File: config.mk
export PLATFORM = sky130hd
export DESIGN_NAME = qn_knt_seq_ctrl
export DESIGN_NICKNAME = d
export VERILOG_FILES = /design/src/rtl/qn_knt_seq_ctrl.sv
export SDC_FILE = /design/constraint.sdc
export NUM_CORES = 1
export LEC_CHECK = 0
export BUFFER_PORTS_ARGS = -buffer_cell sky130_fd_sc_hd__buf_2
export CAP_MARGIN = 15
export CORE_UTILIZATION = 45
export DETAILED_ROUTE_END_ITERATION = 10
export PLACE_DENSITY = 0.72
export REMOVE_ABC_BUFFERS = 1
export SYNTH_ARGS = -nofsm -noshare
export SYNTH_HDL_FRONTEND = slang
export SYNTH_SLANG_ARGS = --single-unit
File: constraint.sdc
create_clock -name clk -period 4.7 [get_ports clk]
set_input_delay 0.47 -clock clk [delete_from_list [all_inputs] [get_ports clk]]
set_output_delay 0.47 -clock clk [all_outputs]
set_load 0.005 [all_outputs]
File: src/rtl/qn_knt_seq_ctrl.sv
// Sequencing controller for the Qn*KnT systolic tile pass: clears the core,
// feeds NUM_K_TILES K blocks, waits for the accumulator, then hands each tile to the bridge.
module qn_knt_seq_ctrl #(
  parameter int NUM_K_TILES   = 4,
  parameter int NUM_OUT_TILES = 2,
  parameter int KW            = $clog2(NUM_K_TILES) + 1,
  parameter int TW            = $clog2(NUM_OUT_TILES) + 1
) (
  input  logic          clk,
  input  logic          rst_n,
  input  logic          start,
  input  logic          abort,
  input  logic          sys_finish_wrap_Qn_KnT,
  input  logic          acc_done_wrap_Qn_KnT,
  input  logic          out_ready,
  output logic          en_Qn_KnT,
  output logic          rst_n_Qn_KnT,
  output logic          reset_acc_Qn_KnT,
  output logic          out_valid_Qn_KnT,
  output logic [KW-1:0] addr_k,
  output logic [TW-1:0] tile_idx,
  output logic          busy,
  output logic          done
);

  typedef enum logic [2:0] {
    S_IDLE,
    S_CLEAR,
    S_FEED,
    S_WAIT_ACC,
    S_OUTPUT,
    S_DONE
  } state_t;

  localparam logic [KW-1:0] K_LAST = KW'(NUM_K_TILES - 1);
  localparam logic [TW-1:0] T_LAST = TW'(NUM_OUT_TILES - 1);

  state_t          state;
  state_t          state_nxt;
  logic [KW-1:0]   addr_nxt;
  logic [TW-1:0]   tile_nxt;

  // Abort overrides every other transition; K-block pulses only count while feeding.
  always_comb begin
    state_nxt = state;
    addr_nxt  = addr_k;
    tile_nxt  = tile_idx;
    if (abort) begin
      state_nxt = S_IDLE;
      addr_nxt  = '0;
      tile_nxt  = '0;
    end else begin
      case (state)
        S_IDLE: begin
          addr_nxt = '0;
          tile_nxt = '0;
          if (start) state_nxt = S_CLEAR;
        end
        S_CLEAR: begin
          addr_nxt  = '0;
          state_nxt = S_FEED;
        end
        S_FEED: begin
          if (sys_finish_wrap_Qn_KnT) begin
            if (addr_k == K_LAST) state_nxt = S_WAIT_ACC;
            else                  addr_nxt  = addr_k + KW'(1);
          end
        end
        S_WAIT_ACC: begin
          if (acc_done_wrap_Qn_KnT) state_nxt = S_OUTPUT;
        end
        S_OUTPUT: begin
          if (out_ready) begin
            if (tile_idx < T_LAST) begin
              tile_nxt  = tile_idx + TW'(1);
              addr_nxt  = '0;
              state_nxt = S_CLEAR;
            end else begin
              state_nxt = S_DONE;
            end
          end
        end
        S_DONE: begin
          addr_nxt  = '0;
          tile_nxt  = '0;
          state_nxt = S_IDLE;
        end
        default: begin
          addr_nxt  = '0;
          tile_nxt  = '0;
          state_nxt = S_IDLE;
        end
      endcase
    end
  end

  // Outputs are decoded from the next state so they are flops aligned with the state register.
  always_ff @(posedge clk or negedge rst_n) begin
    if (!rst_n) begin
      state            <= S_IDLE;
      addr_k           <= '0;
      tile_idx         <= '0;
      en_Qn_KnT        <= 1'b0;
      rst_n_Qn_KnT     <= 1'b1;
      reset_acc_Qn_KnT <= 1'b0;
      out_valid_Qn_KnT <= 1'b0;
      busy             <= 1'b0;
      done             <= 1'b0;
    end else begin
      state            <= state_nxt;
      addr_k           <= addr_nxt;
      tile_idx         <= tile_nxt;
      en_Qn_KnT        <= (state_nxt == S_FEED) || (state_nxt == S_WAIT_ACC);
      rst_n_Qn_KnT     <= (state_nxt != S_CLEAR);
      reset_acc_Qn_KnT <= (state_nxt == S_CLEAR);
      out_valid_Qn_KnT <= (state_nxt == S_OUTPUT);
      busy             <= (state_nxt != S_IDLE);
      done             <= (state_nxt == S_DONE);
    end
  end

endmodule

==> results of run 1 <==
## power by group through the flow
stage               clock (mW)  combinational (mW)  sequential [mW]
floorplan                    0              0.0164            0.132
global placement             0              0.0292            0.132
detailed placement           0              0.0298            0.133
CTS                     0.0885              0.0300            0.130
global route            0.0940              0.0339            0.131
finish                  0.0846              0.0298            0.130
## Yosys cell counts
cell / number
dfrtp_1: 13
nor2_1: 8
inv_1: 5
nand2_1: 5
ha_1: 3
nand3_1: 3
a21oi_1: 2
a31oi_1: 2
and3_1: 2
buf_2: 2
mux2_2: 2
o21ai_0: 2
a22o_1: 1
a2bb2oi_1: 1
a31oi_2: 1
a32oi_1: 1
and2b_4: 1
and3b_2: 1
dfstp_2: 1
mux2_1: 1
nand2b_1: 1
nor2_2: 1
nor3b_1: 1
nor4_1: 1
nor4b_1: 1
o22a_1: 1
or3_1: 1
or3b_1: 1
or4b_1: 1
xnor2_1: 1
## flip-flops by register name, summed over array words and instances (netlist names)
signal            count
addr_k                3
busy                  1
done                  1
en_Qn_KnT             1
out_valid_Qn_KnT      1
reset_acc_Qn_KnT      1
rst_n_Qn_KnT          1
state                 3
tile_idx              2
## kinds of logic after synthesis
logic type                 count (synthesis)  share of synthesized area
and+or+nand+nor                           28                      0.224
DFF                                       14                      0.504
AOI/OAI and AO/OA                         11                      0.115
buffers and inverters                      7                     0.0413
muxes                                      3                     0.0485
adders and majority gates                  3                     0.0539
xor gates and xnor gates                   1                     0.0126
## critical path, delay by kind of cell, from the launching register on
| kind | cells | cell delay (ps) |
|---|---|---|
| flops | 1 | 420 |
| mux | 1 | 330 |
| simple gates | 2 | 480 |
| fa+ha+maj | 2 | 400 |
| compound gates | 1 | 230 |
## worst min path at each step
stage	slack (ps)	endpoint
final	70	state[0]
after global routing	80	state[0]
after CTS	70	state[0]
after detailed placement	380	reset_acc_Qn_KnT
after global placement	380	reset_acc_Qn_KnT
after floorplan	170	addr_k[0]
## layout make-up
type,instances,area share
repair buffers,17,0.103
well taps,15,0.0227
inverters,5,0.0227
multi-input cells,46,0.383
flip-flops and latches,14,0.425
clock buffers,4,0.0439
## routing by layer
layer	vias to the layer above	wire, µm	GRT usage
met2	14	718	0.348
met5	-	0	0
met4	0	30	0.105
met3	5	44	0.0479
met1	273	601	0.253
li1	279	-	-
## through the flow
stage                     setup slack [ps]  area (µm²)  hold WS, ps
after floorplan                       2890         687          174
after global placement                2850         791          377
after detailed placement              2750         791          381
after CTS                             2740         827         71.3
after global routing                  2620         827         79.2
final                                 2730         827         69.3
==> flow_summary.json, run 1 <==
{
  "ant_nets": 0,
  "cts_resized": 0,
  "yosys.area.top_type": "dfrtp_1",
  "cts_sinks": 14,
  "switchingPower_mw": 0.0597,
  "yosys_register_bits": 14,
  "drt_iter0_drc": 8,
  "netlist_instances": 67,
  "wl_per_cell_um": 13.8,
  "crit_start": "addr_k[0]",
  "setup_tns_ps": 0,
  "worst_pin_slew_ps": 319,
  "synth_warnings": 0,
  "p_leak_nw": 0.434,
  "max_stage_delay_ps": 420,
  "grt.overflow.total": 0,
  "htreeDepth": 1,
  "cts.path.max_buffers": 2,
  "die_x_um": 41.4,
  "p_per_area_nw_per_um2": 296,
  "fin_util": 0.605,
  "r2r_setup_slack_ps": 2730,
  "crit_arrival_ps": 2140,
  "rows": 13,
  "num-fill-cells": 123,
  "coreArea_um2": 1370,
  "worst_skew_pair.late_latency_ps": 280,
  "hpwl_mm": 1.04,
  "cts_hold_buf": 0,
  "areaGrowthSynthToFinish_pct": 18.7,
  "switching_share": 0.244,
  "yosysSeqAreaShare": 0.504,
  "cap_violations": 0,
  "slew_viol_final": 0,
  "drive_above_1_share": 0.326,
  "syn-cell-area_um2": 697,
  "cts_tree": "built",
  "seq_area_um2": 352,
  "multiInputGateArea_um2": 317,
  "min_path_type": "input pin to async pin",
  "routed-via-count": 571,
  "peakVddDrop_mv": 0.179,
  "slew_headroom": 0.786,
  "p_clk_frac": 0.346,
  "postCtsSetupBuffers": 0,
  "cts_made_buffers": 3,
  "comb_power_share": 0.122,
  "synth_area_leaders": "dfrtp_1 (47%), ha_1 (5.4%), nor2_1 (4.3%)",
  "final_cell_mix": "buf_2 (17), dfrtp_1 (13), nor2_1 (8)",
  "die-height_um": 41.4,
  "root_buffer": "clkbuf_4",
  "drt-pass1-iter-count": 4,
  "io_pins": 18,
  "endpoint": "addr_k[2]",
  "drt_wl_total_mm": 1.40,
  "viasPerCell": 5.65,
  "finalNonFillerCells": 101,
  "crit_fanout": 4,
  "worstReg2RegEnd": "addr_k[2]",
  "rsz0062_at_grt": "no",
  "initial_core_util": 0.510,
  "finalCriticalPeriod_ps": 1970,
  "p_seq_frac": 0.532,
  "port_buffers": 17,
  "critPathKind": "flop to flop",
  "end_kind": "flop",
  "cp_cell_sequence": "ha_1 -> ha_1 -> or3b_1 -> a32oi_1 -> nor2_1 -> mux2_1",
  "avgSynthCellArea_um2": 10.4,
  "grt_pass1_vias": 515,
  "timing.rr.start": "addr_k[0]",
  "outcome": "finished clean",
  "grt_use_total": 0.209,
  "layout_commonest_cell": "buf_2",
  "antenna_found_initial": 0,
  "dp.cells": 97,
  "path_clk_slew_ps": 80,
  "netlist.area_leader.share": 0.467,
  "antenna_cells": 0,
  "grt_pass1_wl_mm": 2.15,
  "ys_types": 30,
  "r2r_cells": 6,
  "internal_power_mw": 0.185,
  "place_congestion": 0.762,
  "fin_nets": 97,
  "grt_start_max_net_pins": 15,
  "die_area_um2": 1710,
  "design_power_total_mw": 0.245,
  "hold_violations": 0,
  "fin_crit_sh": 0.420,
  "crit_slowest_cell": "dfrtp_1",
  "crit_required_ps": 4870,
  "skew_ps": 2.28,
  "fmax_mhz": 507,
  "cpMostUsedCell": "ha_1",
  "drcViolationCount": 0,
  "worstSetupStartpointType": "flop",
  "setup-violations-final": 0
}
(Power assumes the default switching activity.)
==> run 2, diff against run 1 <==
--- a/config.mk
+++ b/config.mk
@@ -5,11 +5,12 @@
 export SDC_FILE = /design/constraint.sdc
 export NUM_CORES = 1
 export LEC_CHECK = 0
+export ABC_AREA = 1
 export BUFFER_PORTS_ARGS = -buffer_cell sky130_fd_sc_hd__buf_2
 export CAP_MARGIN = 15
 export CORE_UTILIZATION = 45
 export DETAILED_ROUTE_END_ITERATION = 10
-export PLACE_DENSITY = 0.72
+export PLACE_DENSITY = 0.74
 export REMOVE_ABC_BUFFERS = 1
 export SYNTH_ARGS = -nofsm -noshare
 export SYNTH_HDL_FRONTEND = slang
==> constraint.sdc (replaced) <==
create_clock -name clk -period 1.6 [get_ports clk]
set_input_delay 0.16 -clock clk [delete_from_list [all_inputs] [get_ports clk]]
set_output_delay 0.16 -clock clk [all_outputs]
set_load 0.005 [all_outputs]
==> flow_summary.json, run 2 <==
{
  "finalNonFillerCells": 127,
  "netlist.area_leader.share": 0.448,
  "grt_pass1_wl_mm": 2.33,
  "place_area_um2": 832,
  "yosys_register_bits": 14,
  "grt_pass1_vias": 570,
  "worst_pin_slew_ps": 530,
  "r2r_cells": 10,
  "reg.largest.list": "addr_k (3), state (3), tile_idx (2)",
  "yosys.area.top_type": "dfrtp_1",
  "synth-edff-count": 0,
  "drive_above_1_share": 0.306,
  "synth_warnings": 0,
  "grt_start_max_net_pins": 15,
  "syn-cell-area_um2": 727,
  "place_congestion": 0.797,
  "pre_cts_slack_ps": 158,
  "synthFlopType": "dfrtp_1",
  "die_x_um": 42.2,
  "cts_resized": 0,
  "hold_depth": 2,
  "cts_sinks": 14,
  "ant_nets": 0,
  "antenna_found_initial": 0,
  "async_reset_ff_frac": 1.00,
  "die-height_um": 42.2,
  "finalWorstSetupSlack_ps": 152,
  "path_clk_slew_ps": 80,
  "cts_tree": "built",
  "min_path_type": "input pin to flop",
  "die_area_um2": 1780,
  "root_buffer": "clkbuf_4",
  "outcome": "finished clean",
  "slew_headroom": 0.643,
  "worstSetupStartpointType": "flop",
  "peakVddDrop_mv": 0.672,
  "crit_slowest_cell": "dfrtp_1",
  "viasPerCell": 4.87,
  "cp_cell_sequence": "ha_1 -> ha_1 -> nor2_1 -> nand2_1 -> nand2_1 -> nand2_2 -> nand2_4 -> clkinv_2 -> nand2_1 -> nand2_1",
  "routed-via-count": 619,
  "fin_nets": 122,
  "fmax_mhz": 690,
  "wl_per_cell_um": 10.5,
  "grt_use_total": 0.173,
  "yosysSeqAreaShare": 0.484,
  "cpMostUsedCell": "nand2_1",
  "drcViolationCount": 0,
  "layout_commonest_cell": "nand2_1",
  "skew_ps": 4.05,
  "ys_types": 18,
  "final_cell_area_um2": 878,
  "grt.overflow.total": 0,
  "hold_violations": 0,
  "max_stage_delay_ps": 410,
  "initial_core_util": 0.483,
  "wl_met2_um": 674,
  "cap_violations": 0,
  "synthTopCellsByCount": "nand2_1 (18), nor2_1 (14), dfrtp_1 (13), inv_1 (13)",
  "worst_skew_pair.late_latency_ps": 270,
  "drt-pass1-iter-count": 2,
  "cts_made_buffers": 3,
  "p_per_area_nw_per_um2": 823,
  "io_pins": 18,
  "end_kind": "flop",
  "critPathKind": "flop to flop",
  "htreeDepth": 1,
  "dp.cells": 122,
  "fin_util": 0.583,
  "p_leak_nw": 0.544,
  "crit_required_ps": 1770,
  "fin_crit_sh": 0.905,
  "rows": 14,
  "rsz0062_at_grt": "no",
  "cts.path.max_buffers": 2,
  "wl_met1_um": 598,
  "final_cell_mix": "nand2_1 (18), buf_2 (17), nor2_1 (14)",
  "hpwl_mm": 1.10,
  "crit_fanout": 4,
  "coreArea_um2": 1510,
  "drt_wl_total_mm": 1.34,
  "crit_arrival_ps": 1620,
  "finalCriticalPeriod_ps": 1450,
  "antenna_cells": 0,
  "areaGrowthSynthToFinish_pct": 20.8,
  "dr_wl_met3_um": 55,
  "drt_iter0_drc": 10,
  "synth_area_leaders": "dfrtp_1 (45%), nand2_1 (9.3%), nor2_1 (7.2%)",
  "slew_viol_final": 0,
  "synth_most_common_cell": "nand2_1",
  "highest_layer": "met4",
  "port_buffers": 17,
  "netlist_instances": 89,
  "setup-violations-final": 0,
  "setup_tns_ps": 0,
  "avgSynthCellArea_um2": 8.17
}
-- run 2: where the power goes --
group / switching (mW) / internal, mW / total, mW
Sequential: 0.00860 / 0.370 / 0.379
Combinational: 0.0594 / 0.0394 / 0.0987
Clock: 0.107 / 0.138 / 0.245
-- run 2: worst paths after layout --
path                            slack (ps)           end       from
worst max-delay path                   150     addr_k[1]  addr_k[0]
worst min-delay path                   130      state[1]      abort
worst max register to register         150     addr_k[1]  addr_k[0]
worst min register to register         510     addr_k[2]  addr_k[2]
max in group asynchronous             1020  rst_n_Qn_KnT      rst_n
min in group asynchronous              300     addr_k[1]      rst_n
-- run 2: critical path, delay by kind of cell, from the launching register on --
| kind | cells | cell delay, ps |
|---|---|---|
| and+or+nand+nor | 7 | 470 |
| DFF | 1 | 410 |
| adders and majority gates | 2 | 400 |
| buffers and inverters | 1 | 70 |
-- run 2: logic make-up (layout without fill, tap and decap cells) --
kind of cell             count (synthesis)  in the layout  synth area share
AND/OR/NAND/NOR                         54             54             0.367
buffers and inverters                   16             38            0.0843
flip-flops                              14             14             0.484
adder cells (fa/ha/maj)                  3              3            0.0516
AO/OA/AOI/OAI                            2              2            0.0138
-- run 2: final cells by class --
| class | instances | area, µm² |
|---|---|---|
| Fill cell | 133 | 628 |
| Sequential cell | 14 | 352 |
| Multi-Input combinational cell | 59 | 314 |
| Timing Repair Buffer | 18 | 95.1 |
| Inverter | 16 | 61.3 |
| Clock buffer | 4 | 36.3 |
| Tap cell | 16 | 20.0 |
-- run 2: repair_timing --
| action | in CTS | in global routing |
|---|---|---|
| hold buffers | 1 | 0 |
| setup buffers | 0 | 0 |
| hold endpoints to repair | 13 | 0 |
-- run 2: metal layers --
| metal | track usage | vias up |
|---|---|---|
| met5 | 0 | - |
| met4 | 0.0375 | 0 |
| met3 | 0.0517 | 2 |
| met2 | 0.295 | 14 |
| met1 | 0.215 | 280 |
| li1 | - | 323 |
-- run 2: stage by stage --
stage                     total power [mW]  hold slack (ps)
after floorplan                      0.445             -136
after global placement               0.481             64.1
after detailed placement             0.484             69.9
after CTS                            0.729              136
after global routing                 0.765              134
final                                0.723              134
==> run 3, diff against run 2 <==
==> constraint.sdc (replaced) <==
create_clock -name clk -period 1.27 [get_ports clk]
set_input_delay 0.127 -clock clk [delete_from_list [all_inputs] [get_ports clk]]
set_output_delay 0.127 -clock clk [all_outputs]
set_load 0.005 [all_outputs]
==> flow_summary.json, run 3 (synthesis gave the netlist of run 2 again) <==
{
  "num-fill-cells": 145,
  "outcome": "complete, but fails checks",
  "crit_slowest_cell": "dfrtp_1",
  "fin_nets": 125,
  "worst_skew_pair.late_latency_ps": 280,
  "wl_per_cell_um": 10.9,
  "min_path_type": "input pin to flop",
  "hold_violations": 0,
  "violations": "setup timing",
  "slew_viol_final": 0,
  "fmax_mhz": 735,
  "highest_layer": "met4",
  "skew_ps": 0.609,
  "root_buffer": "clkbuf_4",
  "pre_cts_slack_ps": -143,
  "antenna_cells": 0,
  "place_congestion": 0.821,
  "timing.hold.ws_ps": 104,
  "r2r_cells": 10,
  "wl_met1_um": 583,
  "peakVddDrop_mv": 0.632,
  "dp.cells": 124,
  "crit_required_ps": 1440,
  "die_x_um": 42.2,
  "final_cell_area_um2": 938,
  "layout_commonest_cell": "nand2_1",
  "initial_core_util": 0.483,
  "drt-pass1-iter-count": 4,
  "setup-violations-final": 6,
  "rsz0062_at_grt": "yes",
  "grt_start_max_net_pins": 15,
  "worst_pin_slew_ps": 462,
  "die_area_um2": 1780,
  "antenna_found_initial": 0,
  "cpMostUsedCell": "nand2_1",
  "crit_buf_inv": 1,
  "port_buffers": 17,
  "reg.largest.list": "addr_k (3), state (3), tile_idx (2)",
  "grt_pass1_vias": 606,
  "place_area_um2": 847,
  "grt_use_total": 0.189,
  "path_clk_slew_ps": 80,
  "finalWorstSetupSlack_ps": -89.8,
  "finalNonFillerCells": 130,
  "viasPerCell": 4.95,
  "cts_tree": "built",
  "htreeDepth": 1,
  "finalCriticalPeriod_ps": 1360,
  "grt_pass1_wl_mm": 2.57,
  "rows": 14,
  "fin_crit_sh": 1.07,
  "areaGrowthSynthToFinish_pct": 29.1,
  "crit_fanout": 4,
  "die-height_um": 42.2,
  "cap_violations": 0,
  "max_stage_delay_ps": 410,
  "p_leak_nw": 0.549,
  "dr_wl_met3_um": 62,
  "drcViolationCount": 0,
  "setup_tns_ps": -364,
  "crit_arrival_ps": 1530,
  "drive_above_1_share": 0.386,
  "fin_util": 0.623,
  "cpLargestDelayFamily": "simple AND/OR/NAND/NOR gates",
  "hold_depth": 2,
  "final_cell_mix": "nand2_1 (18), buf_2 (17), inv_1 (12), dfrtp_1 (12), nor2_1 (11)",
  "p_per_area_nw_per_um2": 935,
  "coreArea_um2": 1510,
  "design_power_total_mw": 0.877,
  "drt_wl_total_mm": 1.42,
  "r2r_setup_slack_ps": -90,
  "end_kind": "flop",
  "cp_cell_sequence": "ha_4 -> ha_4 -> nor2_1 -> nand2_1 -> nand2_1 -> nand2_2 -> nand2_4 -> clkinv_4 -> nand2_1 -> nand2_1",
  "cts_made_buffers": 3,
  "slew_headroom": 0.689,
  "io_pins": 18,
  "cts.path.max_buffers": 2,
  "ant_nets": 0,
  "cp.depth": 10,
  "hpwl_mm": 1.09,
  "grt.overflow.total": 0,
  "cts_sinks": 14,
  "wl_met2_um": 767,
  "drt_iter0_drc": 7,
  "routed-via-count": 643,
  "critPathKind": "flop to flop",
  "worstSetupStartpointType": "flop"
}
[run 3: changes by cell type in the layout (fill, tap and decap cells not counted), sizes merged]
cell,previous run,this run
buf,17,20
[run 3: what timing repair did]
item	CTS	global route
endpoints found under the setup margin	9	11
pin swaps	1	1
setup buffers	0	1
hold endpoints to repair	13	0
resized for setup	6	7
hold buffers	1	0
[run 3: layout make-up]
cell class | instances | area [µm²] | share of cell area
Timing Repair Buffer | 21 | 118 | 0.125
Sequential cell | 14 | 353 | 0.376
Inverter | 16 | 65.1 | 0.0693
Clock buffer | 4 | 26.3 | 0.0280
Multi-Input combinational cell | 59 | 357 | 0.380
Tap cell | 16 | 20.0 | 0.0213
[run 3: final timing paths]
check	startpoint	to
max	addr_k[0]	addr_k[0]
min	abort	state[1]
max reg2reg	addr_k[0]	addr_k[0]
min reg2reg	addr_k[2]	addr_k[2]
max in group asynchronous	rst_n	rst_n_Qn_KnT
min in group asynchronous	rst_n	addr_k[0]
[run 3: metal layers]
metal	vias up	GRT usage
met2	14	0.338
met4	0	0.0375
met3	2	0.0560
li1	323	-
met1	304	0.224
met5	-	0
[run 3: power by group]
| group | internal, mW | total [mW] | switching (mW) |
|---|---|---|---|
| sequential | 0.467 | 0.478 | 0.0114 |
| combinational | 0.0560 | 0.138 | 0.0825 |
| clock | 0.122 | 0.261 | 0.139 |
